**src/rtl/multicycle_processor_if.sv**
```systemverilog
// Memory bus shared by instruction fetch and data access.
// master (core): drives mem_req, mem_we, mem_addr, mem_wdata; samples mem_rdata, mem_ready.
// slave (memory): the reverse. An access completes on the rising edge where
// mem_req and mem_ready are both high.
interface multicycle_processor_if #(
    parameter int unsigned WORD_SIZE  = 32,
    parameter int unsigned ADDR_WIDTH = 10
);
    logic                  mem_req;
    logic                  mem_we;
    logic [ADDR_WIDTH-1:0] mem_addr;
    logic [WORD_SIZE-1:0]  mem_wdata;
    logic [WORD_SIZE-1:0]  mem_rdata;
    logic                  mem_ready;

    modport master (
        output mem_req, mem_we, mem_addr, mem_wdata,
        input  mem_rdata, mem_ready
    );

    modport slave (
        input  mem_req, mem_we, mem_addr, mem_wdata,
        output mem_rdata, mem_ready
    );
endinterface

```
**src/rtl/multicycle_processor.sv**
```systemverilog
// Multi-cycle MIPS-subset core: one shared ALU, one shared memory port with
// req/ready handshake, internal register file.
// Ports:
//   clk, rst (async, active-low)
//   mem_bus        memory master port (see multicycle_processor_if)
//   prog_count     PC of the instruction in flight
//   instr_opcode   IR[31:26]
//   write_reg_*    register-file write strobe, address and data (combinational)
//   instr_retired  pulse in the final cycle of each instruction
//   halted/illegal sticky halt status; illegal marks bad opcode/funct/alignment
module multicycle_processor #(
    parameter int unsigned WORD_SIZE  = 32,
    parameter int unsigned ADDR_WIDTH = 10,
    parameter int unsigned RESET_PC   = 0,
    parameter int unsigned NUM_REGS   = 32
) (
    input  logic                       clk,
    input  logic                       rst,
    multicycle_processor_if.master     mem_bus,
    output logic [WORD_SIZE-1:0]       prog_count,
    output logic [5:0]                 instr_opcode,
    output logic [4:0]                 write_reg_addr,
    output logic [WORD_SIZE-1:0]       write_reg_data,
    output logic                       reg_write_en,
    output logic                       instr_retired,
    output logic                       halted,
    output logic                       illegal
);
    localparam int unsigned RW = $clog2(NUM_REGS);

    localparam logic [5:0] OP_RTYPE = 6'b000000;
    localparam logic [5:0] OP_LW    = 6'b100011;
    localparam logic [5:0] OP_SW    = 6'b101011;
    localparam logic [5:0] OP_BEQ   = 6'b000100;
    localparam logic [5:0] OP_ADDI  = 6'b001000;
    localparam logic [5:0] OP_J     = 6'b000010;
    localparam logic [5:0] OP_HALT  = 6'b111111;

    localparam logic [5:0] FN_ADD = 6'b100000;
    localparam logic [5:0] FN_SUB = 6'b100010;
    localparam logic [5:0] FN_AND = 6'b100100;
    localparam logic [5:0] FN_OR  = 6'b100101;
    localparam logic [5:0] FN_NOR = 6'b100111;
    localparam logic [5:0] FN_SLT = 6'b101010;

    typedef enum logic [2:0] {
        S_FETCH, S_DECODE, S_EXEC, S_MEM, S_WB, S_HALT
    } state_e;

    typedef enum logic [2:0] {
        ALU_ADD, ALU_SUB, ALU_AND, ALU_OR, ALU_NOR, ALU_SLT
    } alu_fn_e;

    state_e               state_q, state_d;
    logic [WORD_SIZE-1:0] pc_q, pc_d;
    logic [WORD_SIZE-1:0] ir_q, ir_d;
    logic [WORD_SIZE-1:0] a_q, a_d;
    logic [WORD_SIZE-1:0] b_q, b_d;
    logic [WORD_SIZE-1:0] alu_q, alu_d;
    logic [WORD_SIZE-1:0] mdr_q, mdr_d;
    logic                 illegal_q, illegal_d;
    logic [WORD_SIZE-1:0] rf_q [NUM_REGS];

    logic [5:0]           opcode, funct;
    logic [RW-1:0]        rs_idx, rt_idx, rd_idx;
    logic [WORD_SIZE-1:0] imm_sext, pc_plus4, jump_tgt;
    logic                 op_legal;

    logic [WORD_SIZE-1:0] alu_a, alu_b, alu_y;
    alu_fn_e              alu_fn;

    logic                  req_c, we_c, retire_c, rf_we_c;
    logic [ADDR_WIDTH-1:0] addr_c;
    logic [RW-1:0]         rf_waddr_c;
    logic [WORD_SIZE-1:0]  rf_wdata_c;

    assign opcode   = ir_q[31:26];
    assign funct    = ir_q[5:0];
    assign rs_idx   = ir_q[21 +: RW];
    assign rt_idx   = ir_q[16 +: RW];
    assign rd_idx   = ir_q[11 +: RW];
    assign imm_sext = {{(WORD_SIZE-16){ir_q[15]}}, ir_q[15:0]};
    assign pc_plus4 = pc_q + WORD_SIZE'(4);
    assign jump_tgt = {pc_plus4[WORD_SIZE-1:28], ir_q[25:0], 2'b00};

    always_comb begin
        op_legal = 1'b0;
        unique case (opcode)
            OP_RTYPE: op_legal = (funct == FN_ADD) || (funct == FN_SUB) ||
                                 (funct == FN_AND) || (funct == FN_OR)  ||
                                 (funct == FN_NOR) || (funct == FN_SLT);
            OP_LW, OP_SW, OP_BEQ, OP_ADDI, OP_J, OP_HALT: op_legal = 1'b1;
            default: op_legal = 1'b0;
        endcase
    end

    // Single shared ALU: computes the branch target in DECODE, the
    // register/immediate result or effective address in EXEC.
    always_comb begin
        alu_a  = a_q;
        alu_b  = imm_sext;
        alu_fn = ALU_ADD;
        if (state_q == S_DECODE) begin
            alu_a = pc_plus4;
            alu_b = imm_sext << 2;
        end else if (opcode == OP_RTYPE) begin
            alu_b = b_q;
            unique case (funct)
                FN_SUB:  alu_fn = ALU_SUB;
                FN_AND:  alu_fn = ALU_AND;
                FN_OR:   alu_fn = ALU_OR;
                FN_NOR:  alu_fn = ALU_NOR;
                FN_SLT:  alu_fn = ALU_SLT;
                default: alu_fn = ALU_ADD;
            endcase
        end
    end

    always_comb begin
        alu_y = '0;
        unique case (alu_fn)
            ALU_ADD: alu_y = alu_a + alu_b;
            ALU_SUB: alu_y = alu_a - alu_b;
            ALU_AND: alu_y = alu_a & alu_b;
            ALU_OR:  alu_y = alu_a | alu_b;
            ALU_NOR: alu_y = ~(alu_a | alu_b);
            ALU_SLT: alu_y = {{(WORD_SIZE-1){1'b0}}, $signed(alu_a) < $signed(alu_b)};
            default: alu_y = '0;
        endcase
    end

    always_comb begin
        state_d    = state_q;
        pc_d       = pc_q;
        ir_d       = ir_q;
        a_d        = a_q;
        b_d        = b_q;
        alu_d      = alu_q;
        mdr_d      = mdr_q;
        illegal_d  = illegal_q;
        req_c      = 1'b0;
        we_c       = 1'b0;
        addr_c     = pc_q[ADDR_WIDTH-1:0];
        retire_c   = 1'b0;
        rf_we_c    = 1'b0;
        rf_waddr_c = (opcode == OP_RTYPE) ? rd_idx : rt_idx;
        rf_wdata_c = (opcode == OP_LW) ? mdr_q : alu_q;

        unique case (state_q)
            S_FETCH: begin
                req_c = 1'b1;
                if (mem_bus.mem_ready) begin
                    ir_d    = mem_bus.mem_rdata;
                    state_d = S_DECODE;
                end
            end
            S_DECODE: begin
                a_d   = rf_q[rs_idx];
                b_d   = rf_q[rt_idx];
                alu_d = alu_y;
                if (!op_legal) begin
                    illegal_d = 1'b1;
                    state_d   = S_HALT;
                end else if (opcode == OP_HALT) begin
                    state_d = S_HALT;
                end else if (opcode == OP_J) begin
                    pc_d     = jump_tgt;
                    retire_c = 1'b1;
                    state_d  = S_FETCH;
                end else begin
                    state_d = S_EXEC;
                end
            end
            S_EXEC: begin
                if (opcode == OP_BEQ) begin
                    // ALUOut still holds the branch target from DECODE.
                    pc_d     = (a_q == b_q) ? alu_q : pc_plus4;
                    retire_c = 1'b1;
                    state_d  = S_FETCH;
                end else if (opcode == OP_LW || opcode == OP_SW) begin
                    alu_d = alu_y;
                    if (alu_y[1:0] != 2'b00) begin
                        illegal_d = 1'b1;
                        state_d   = S_HALT;
                    end else begin
                        state_d = S_MEM;
                    end
                end else begin
                    alu_d   = alu_y;
                    state_d = S_WB;
                end
            end
            S_MEM: begin
                req_c  = 1'b1;
                we_c   = (opcode == OP_SW);
                addr_c = alu_q[ADDR_WIDTH-1:0];
                if (mem_bus.mem_ready) begin
                    if (opcode == OP_SW) begin
                        pc_d     = pc_plus4;
                        retire_c = 1'b1;
                        state_d  = S_FETCH;
                    end else begin
                        mdr_d   = mem_bus.mem_rdata;
                        state_d = S_WB;
                    end
                end
            end
            S_WB: begin
                rf_we_c  = (rf_waddr_c != '0);
                pc_d     = pc_plus4;
                retire_c = 1'b1;
                state_d  = S_FETCH;
            end
            S_HALT: state_d = S_HALT;
            default: state_d = S_HALT;
        endcase
    end

    always_ff @(posedge clk or negedge rst) begin
        if (!rst) begin
            state_q   <= S_FETCH;
            pc_q      <= WORD_SIZE'(RESET_PC);
            ir_q      <= '0;
            a_q       <= '0;
            b_q       <= '0;
            alu_q     <= '0;
            mdr_q     <= '0;
            illegal_q <= 1'b0;
            for (int unsigned i = 0; i < NUM_REGS; i++) rf_q[i] <= '0;
        end else begin
            state_q   <= state_d;
            pc_q      <= pc_d;
            ir_q      <= ir_d;
            a_q       <= a_d;
            b_q       <= b_d;
            alu_q     <= alu_d;
            mdr_q     <= mdr_d;
            illegal_q <= illegal_d;
            if (rf_we_c) rf_q[rf_waddr_c] <= rf_wdata_c;
        end
    end

    // Outputs are gated by rst so an access in flight is withdrawn the
    // moment reset asserts, not at the next edge.
    assign mem_bus.mem_req   = rst & req_c;
    assign mem_bus.mem_we    = rst & req_c & we_c;
    assign mem_bus.mem_addr  = rst ? addr_c : '0;
    assign mem_bus.mem_wdata = rst ? b_q : '0;

    assign prog_count     = pc_q;
    assign instr_opcode   = opcode;
    assign write_reg_addr = rst ? 5'(rf_waddr_c) : '0;
    assign write_reg_data = rst ? rf_wdata_c : '0;
    assign reg_write_en   = rst & rf_we_c;
    assign instr_retired  = rst & retire_c;
    assign halted         = rst & (state_q == S_HALT);
    assign illegal        = rst & illegal_q;
endmodule
```
**src/flat_wrapper.sv**
```systemverilog
// flat-port wrapper written by rule: the top's interface ports become plain ports
module multicycle_processor_flat 
#(
    parameter int unsigned WORD_SIZE  = 32,
    parameter int unsigned ADDR_WIDTH = 10,
    parameter int unsigned RESET_PC   = 0,
    parameter int unsigned NUM_REGS   = 32
)
  (clk, rst, prog_count, instr_opcode, write_reg_addr, write_reg_data, reg_write_en, instr_retired, halted, illegal, mem_bus_mem_req, mem_bus_mem_we, mem_bus_mem_addr, mem_bus_mem_wdata, mem_bus_mem_rdata, mem_bus_mem_ready);
  multicycle_processor_if #(.WORD_SIZE(WORD_SIZE), .ADDR_WIDTH(ADDR_WIDTH)) mem_bus_i ();
  input  logic clk;
  input  logic rst;
  output logic [WORD_SIZE-1:0] prog_count;
  output logic [5:0] instr_opcode;
  output logic [4:0] write_reg_addr;
  output logic [WORD_SIZE-1:0] write_reg_data;
  output logic reg_write_en;
  output logic instr_retired;
  output logic halted;
  output logic illegal;
  output wire logic [$bits(mem_bus_i.mem_req)-1:0] mem_bus_mem_req;
  output wire logic [$bits(mem_bus_i.mem_we)-1:0] mem_bus_mem_we;
  output wire logic [$bits(mem_bus_i.mem_addr)-1:0] mem_bus_mem_addr;
  output wire logic [$bits(mem_bus_i.mem_wdata)-1:0] mem_bus_mem_wdata;
  input wire logic [$bits(mem_bus_i.mem_rdata)-1:0] mem_bus_mem_rdata;
  input wire logic [$bits(mem_bus_i.mem_ready)-1:0] mem_bus_mem_ready;
  assign mem_bus_mem_req = mem_bus_i.mem_req;
  assign mem_bus_mem_we = mem_bus_i.mem_we;
  assign mem_bus_mem_addr = mem_bus_i.mem_addr;
  assign mem_bus_mem_wdata = mem_bus_i.mem_wdata;
  assign mem_bus_i.mem_rdata = mem_bus_mem_rdata;
  assign mem_bus_i.mem_ready = mem_bus_mem_ready;
  multicycle_processor #(.WORD_SIZE(WORD_SIZE), .ADDR_WIDTH(ADDR_WIDTH), .RESET_PC(RESET_PC), .NUM_REGS(NUM_REGS)) u_core (.clk(clk), .rst(rst), .mem_bus(mem_bus_i), .prog_count(prog_count), .instr_opcode(instr_opcode), .write_reg_addr(write_reg_addr), .write_reg_data(write_reg_data), .reg_write_en(reg_write_en), .instr_retired(instr_retired), .halted(halted), .illegal(illegal));
endmodule
```
**config.mk**
```make
export PLATFORM = sky130hd
export DESIGN_NAME = multicycle_processor_flat
export DESIGN_NICKNAME = d
export VERILOG_FILES = /design/src/rtl/multicycle_processor_if.sv /design/src/rtl/multicycle_processor.sv /design/src/flat_wrapper.sv
export SDC_FILE = /design/constraint.sdc
export NUM_CORES = 2
export LEC_CHECK = 0
export CAP_MARGIN = 10
export CORE_MARGIN = 10
export CORE_UTILIZATION = 35
export DETAILED_ROUTE_END_ITERATION = 7
export SETUP_SLACK_MARGIN = 0.3
export SLEW_MARGIN = 5
export SYNTH_ARGS = -nofsm -noshare
export SYNTH_HDL_FRONTEND = slang
export SYNTH_SLANG_ARGS = --single-unit
```
**constraint.sdc**
```tcl
create_clock -name clk -period 11.1 [get_ports clk]
set_input_delay 2.22 -clock clk [delete_from_list [all_inputs] [get_ports clk]]
set_output_delay 2.22 -clock clk [all_outputs]
set_load 0.005 [all_outputs]
```
Word level (Yosys, flattened, before mapping):

Index checks and enable logic that the tools add are counted.

* reductions and logical operators: 22
* multiplexer cells: 59
* $mul: 0
* div/mod/pow operators: 0
* equality and inequality tests: 34
* bitwise operators: 13
* $add $sub $neg: 3
* $lt $le $gt $ge: 5
* shifts and indexed selects: 0

Operators by type and width (number)
* $bwmux W1024: 1
* $mux W32: 19
* $bmux W32 S5: 2
* $pmux W32 S6: 1
* $demux W32 S5: 1
* $pmux W32 S4: 1
* $pmux W32 S2: 1
* $eq A6 B6 Y1 const B: 9
* $add A32 B3 Y32 const B: 1
* $add A32 B32 Y32: 1
* $and A32 B32 Y32: 1
* $eq A32 B32 Y1: 1
* $lt A32 B32 Y1: 1
* $not A32 Y32: 1
* $or A32 B32 Y32: 1
* $sub A32 B32 Y32: 1
* $mux W3: 10
* $pmux W3 S5: 2
* $mux W10: 2
* $ge A6 B6 Y1 const B: 3
* $not A5 Y6: 3
* $mux W1: 13
* $eq A3 B2 Y1 const B: 4
* $eq A3 B3 Y1 const B: 4
* other kinds (26): 52

* bits in registers: 1220
* output and inout bits: 123
* bits in writable memories: 0
* latch bits: 0
* memories: 0
* ROM bits: 0
* input bits: 35

Longest topological paths before layout:

* depth in word-level cells: 11
* depth in mapped cells: 21
* depth with buffers taken out: 18

Least setup slack after synthesis:

OpenSTA, ideal clock, no wires.

* path kind: input to output
* start: input port mem_bus_mem_ready
* end: output port instr_retired
* arrival: 2.903 ns
* slack: 5.977 ns
* buffers on the path: 1
* stages: 4
* cell sequence: nand2_1 -> o221a_2 -> clkbuf_1 -> nor2_1

* longest elaborated chain between the ends: 3

RTL lines
* start: declaration: line flat_wrapper.sv:26 `input wire logic [$bits(mem_bus_i.mem_ready)-1:0] mem_bus_mem_ready;`
* $mux W1: line multicycle_processor.sv:197 `if (mem_bus.mem_ready) begin`
* $pmux W1 S4: line multicycle_processor.sv:149 `unique case (state_q)`
* $and A1 B1 Y1: line multicycle_processor.sv:255 `assign instr_retired = rst & retire_c;`
* end: declaration: line flat_wrapper.sv:18 `output logic instr_retired;`

Every way passes these cells.

Worst setup path in the final report:

* start: input port rst
* end: output port write_reg_data[26]

* longest elaborated chain between the ends: 1

RTL lines
* start: declaration: line flat_wrapper.sv:12 `input logic rst;`
* $mux W32: line multicycle_processor.sv:253 `assign write_reg_data = rst ? rf_wdata_c : '0;`
* end: declaration: line flat_wrapper.sv:16 `output logic [WORD_SIZE-1:0] write_reg_data;`

Every way passes these cells.

==> results.md <==
- Status: complete, but fails checks
- Failing checks: design-rule violations
- Critical Path Source: rst
- Finished Layout Cells: 8,488
- CTS buffer count: 118
- Layout cell share with drive strength beyond 1: 19.3%
- Layout area overhead: 11.7%
- Worst Tran Pin Value: 1260 ps
- Die H: 458 um
- CP top delay family: buffers and inverters
- Pwr dens: 125 nW/um2
- Root Driver: clkbuf_16
- Worst vdd ir: 0.131 mV
- Most used DFF post-synth: dfrtp_1
- IO buf count: 157
- Cell area after technology mapping: 67,300 um2
- CORE AREA: 191,000 um2
- Most frequent cells in the layout: dfrtp_1, nand2_1, mux4_2
- Setup TNS: 0 ps
- Critical Path End Type: output port
- Setup ws final: 4240 ps
- HP Class: reg2reg
- Yosys reg bits: 1,220
- Vias per inst: 5.93
- Final Power: 0.00938 W
- Period utilization: 61.8%
- Number of gates resized after CTS: 0
- CP Cell Sequence: buf_16, buf_4, nor2b_1, clkdlybuf4s50_1
- CP required: 8880 ps
- WL final: 224,000 um
- Final Critical Period: 6860 ps
- Clock Latency Late Sink: 780 ps
- Rel. slew slack: 13.7%
- DIE AREA: 210,000 um2
- Post-DP HPWL: 136,000 um
- RSZ-0062 raised after global routing: no
- CTS tree: done
- Post-placement setup slack: 4180 ps
- Reg2reg start: u_core.state_q[0]$_DFFE_PN0P_
- Hold wc startpoint: u_core.rf_q[1015]$_DFFE_PN0P_
- Largest net degree at the start of global routing: 185
- Postcts setup bufs: 0
- Pre-antenna DRT Iters: 8
- H-tree Lvls: 3
- Initial antenna violation count: 8
- Number of global-route vias before repair: 50,300
- Number of synthesized flops with an enable pin: 0
- Chip width: 458 um
- Max Cap Viol: 0
- Final layout net count: 6,004
- Post-detailed-route wirelength per cell: 26.4 um
- Synth warnings: 0
- Crit start category: input pin
- Total congestion overflow: 0
- P_leak: 31.0 nW
- Total global-route track usage: 20.8%
- Synth Instances: 6,088
- # rows: 160
- Async set or reset register ratio after synthesis: 100%
- CTS clk-pin slew, worst paths: 60 ps
- Worst hold slack: 395 ps
- Final hold violations: 0
- Most common cell after layout, fill and taps aside: dfrtp_1
- Yosys cell types: 90
- Hold_buf cts: 0
- Final setup viols: 0
- Clock sinks: 1,220
- Post-synthesis net count: 6,222
- Max incr delay on CP: 900 ps
- Drc violations: 3
- Slowest-stage cell, CP: buf_4
- F_max: 146 MHz
- Cells after DPL: 8,259
- Longest Clk Path Bufs: 3
- Slew Limit Fails: 0
- Worst EP arrival: 4640 ps
- GP Congestion: 0.971
- Critical path type: in2out
- Initial Util: 35.3%
- Final antenna-violating net count: 0
- Buf/Inv on CP: 3
- I/O Pins: 158
- DR iter-0 viols: 5,800
- Sequential fraction of the synthesis area: 45.4%
- Mean area per synthesized cell: 11.1 um2
- CP max FO: 184
- Final Skew: 37.7 ps
- First-pass GRT wire length: 334,000 um
- Detailed-route via count: 50,400
[synthesized netlist by cell type (20+ instances only)]
master	instances	share of area, %
nor2_1	631	3.5
a21oi_1	625	4.6
mux2i_1	120	1.8
o21ai_1	74	0.55
nor2b_1	53	0.49
buf_1	58	0.32
dfrtp_1	1220	45
a222oi_1	26	0.39
clkbuf_1	437	2.4
mux4_2	640	21
a21o_1	21	0.23
a221o_1	22	0.33
inv_1	109	0.61
nor3_1	41	0.30
mux2_2	65	1.1
and2_1	45	0.42
a221oi_1	20	0.26
ha_1	97	1.8
xnor2_1	91	1.2
nand2_1	661	3.7
buf_2	96	0.71
o21ai_0	586	4.4
[report_power, final]
part           total (W)  internal [W]  switching (W)
Sequential       0.00450       0.00445      0.0000466
Clock            0.00435       0.00248        0.00187
Combinational   0.000533      0.000189       0.000344
[routing by layer]
| metal | track usage [%] | vias up | wire (um) |
|---|---|---|---|
| li1 | - | 21700 | - |
| met1 | 28.0 | 25800 | 91400 |
| met2 | 32.9 | 2361 | 103000 |
| met3 | 4.09 | 513 | 20400 |
| met4 | 8.14 | 8 | 8920 |
| met5 | 0 | - | 55 |
[final cells by class]
cell class / count / area [um2]
tap: 2511 / 3140
sequential: 1220 / 30600
clock inverter: 54 / 691
antenna: 5 / 12.5
timing repair buffer: 261 / 2460
multi-input combinational: 4159 / 34500
clock buffer: 168 / 3460
fill: 18200 / 115000
inverter: 110 / 413
[registers in the layout, summed over array words and instances (netlist names)]
register,flops
u_core.rf_q,1024
u_core.ir_q,32
u_core.mdr_q,32
u_core.state_q,3
u_core.illegal_q,1
u_core.prog_count,32
u_core.a_q,32
u_core.alu_q,32
u_core.b_q,32
[cell families (layout without fill, tap and decap cells)]
kind of cell             after synthesis  count (layout)  synth area share (%)
adder cells (fa/ha/maj)               99              99                  1.86
AND/OR/NAND/NOR                     1581            1581                  10.0
other                                  0               5                     0
buffers and inverters                709             593                  4.17
AO/OA/AOI/OAI                       1555            1555                  12.9
XOR/XNOR                              96              96                  1.25
flip-flops                          1220            1220                  45.4
multiplexers                         828             828                  24.4
[worst reg2reg max path, cell delays in order (launching register included)]
cell,delay (ps)
dfrtp_1,540
nor3b_2,330
buf_4,510
buf_4,760
nor2_1,260
a31o_2,290
inv_1,80
ha_1,400
inv_1,80
a21oi_1,320
a21oi_1,170
nor4bb_1,480
a21oi_1,270
a211oi_1,810
nor2_1,80
a2111oi_0,410
nor3_1,100
[metrics by stage]
| step | util [%] | area (um2) |
|---|---|---|
| after floorplan | - | 67300 |
| after global placement | 37.2 | 71000 |
| after detailed placement | 37.2 | 71000 |
| after CTS | 39.4 | 75100 |
| after global routing | 39.4 | 75200 |
| final | 39.5 | 75200 |
[worst paths after layout]
kind	endpoint	slack (ps)	cells past startpoint
worst min-delay path	u_core.rf_q[1015]$_DFFE_PN0P_	390	0
worst max-delay path	write_reg_data[26]	4240	4
worst max register to register	u_core.alu_q[25]$_DFFE_PN0P_	5090	16
max in group asynchronous	u_core.rf_q[465]$_DFFE_PN0P_	5640	5
min in group asynchronous	u_core.rf_q[712]$_DFFE_PN0P_	1450	1
worst min register to register	u_core.rf_q[1015]$_DFFE_PN0P_	390	0
Note: power is estimated with default switching activity, not from simulation.
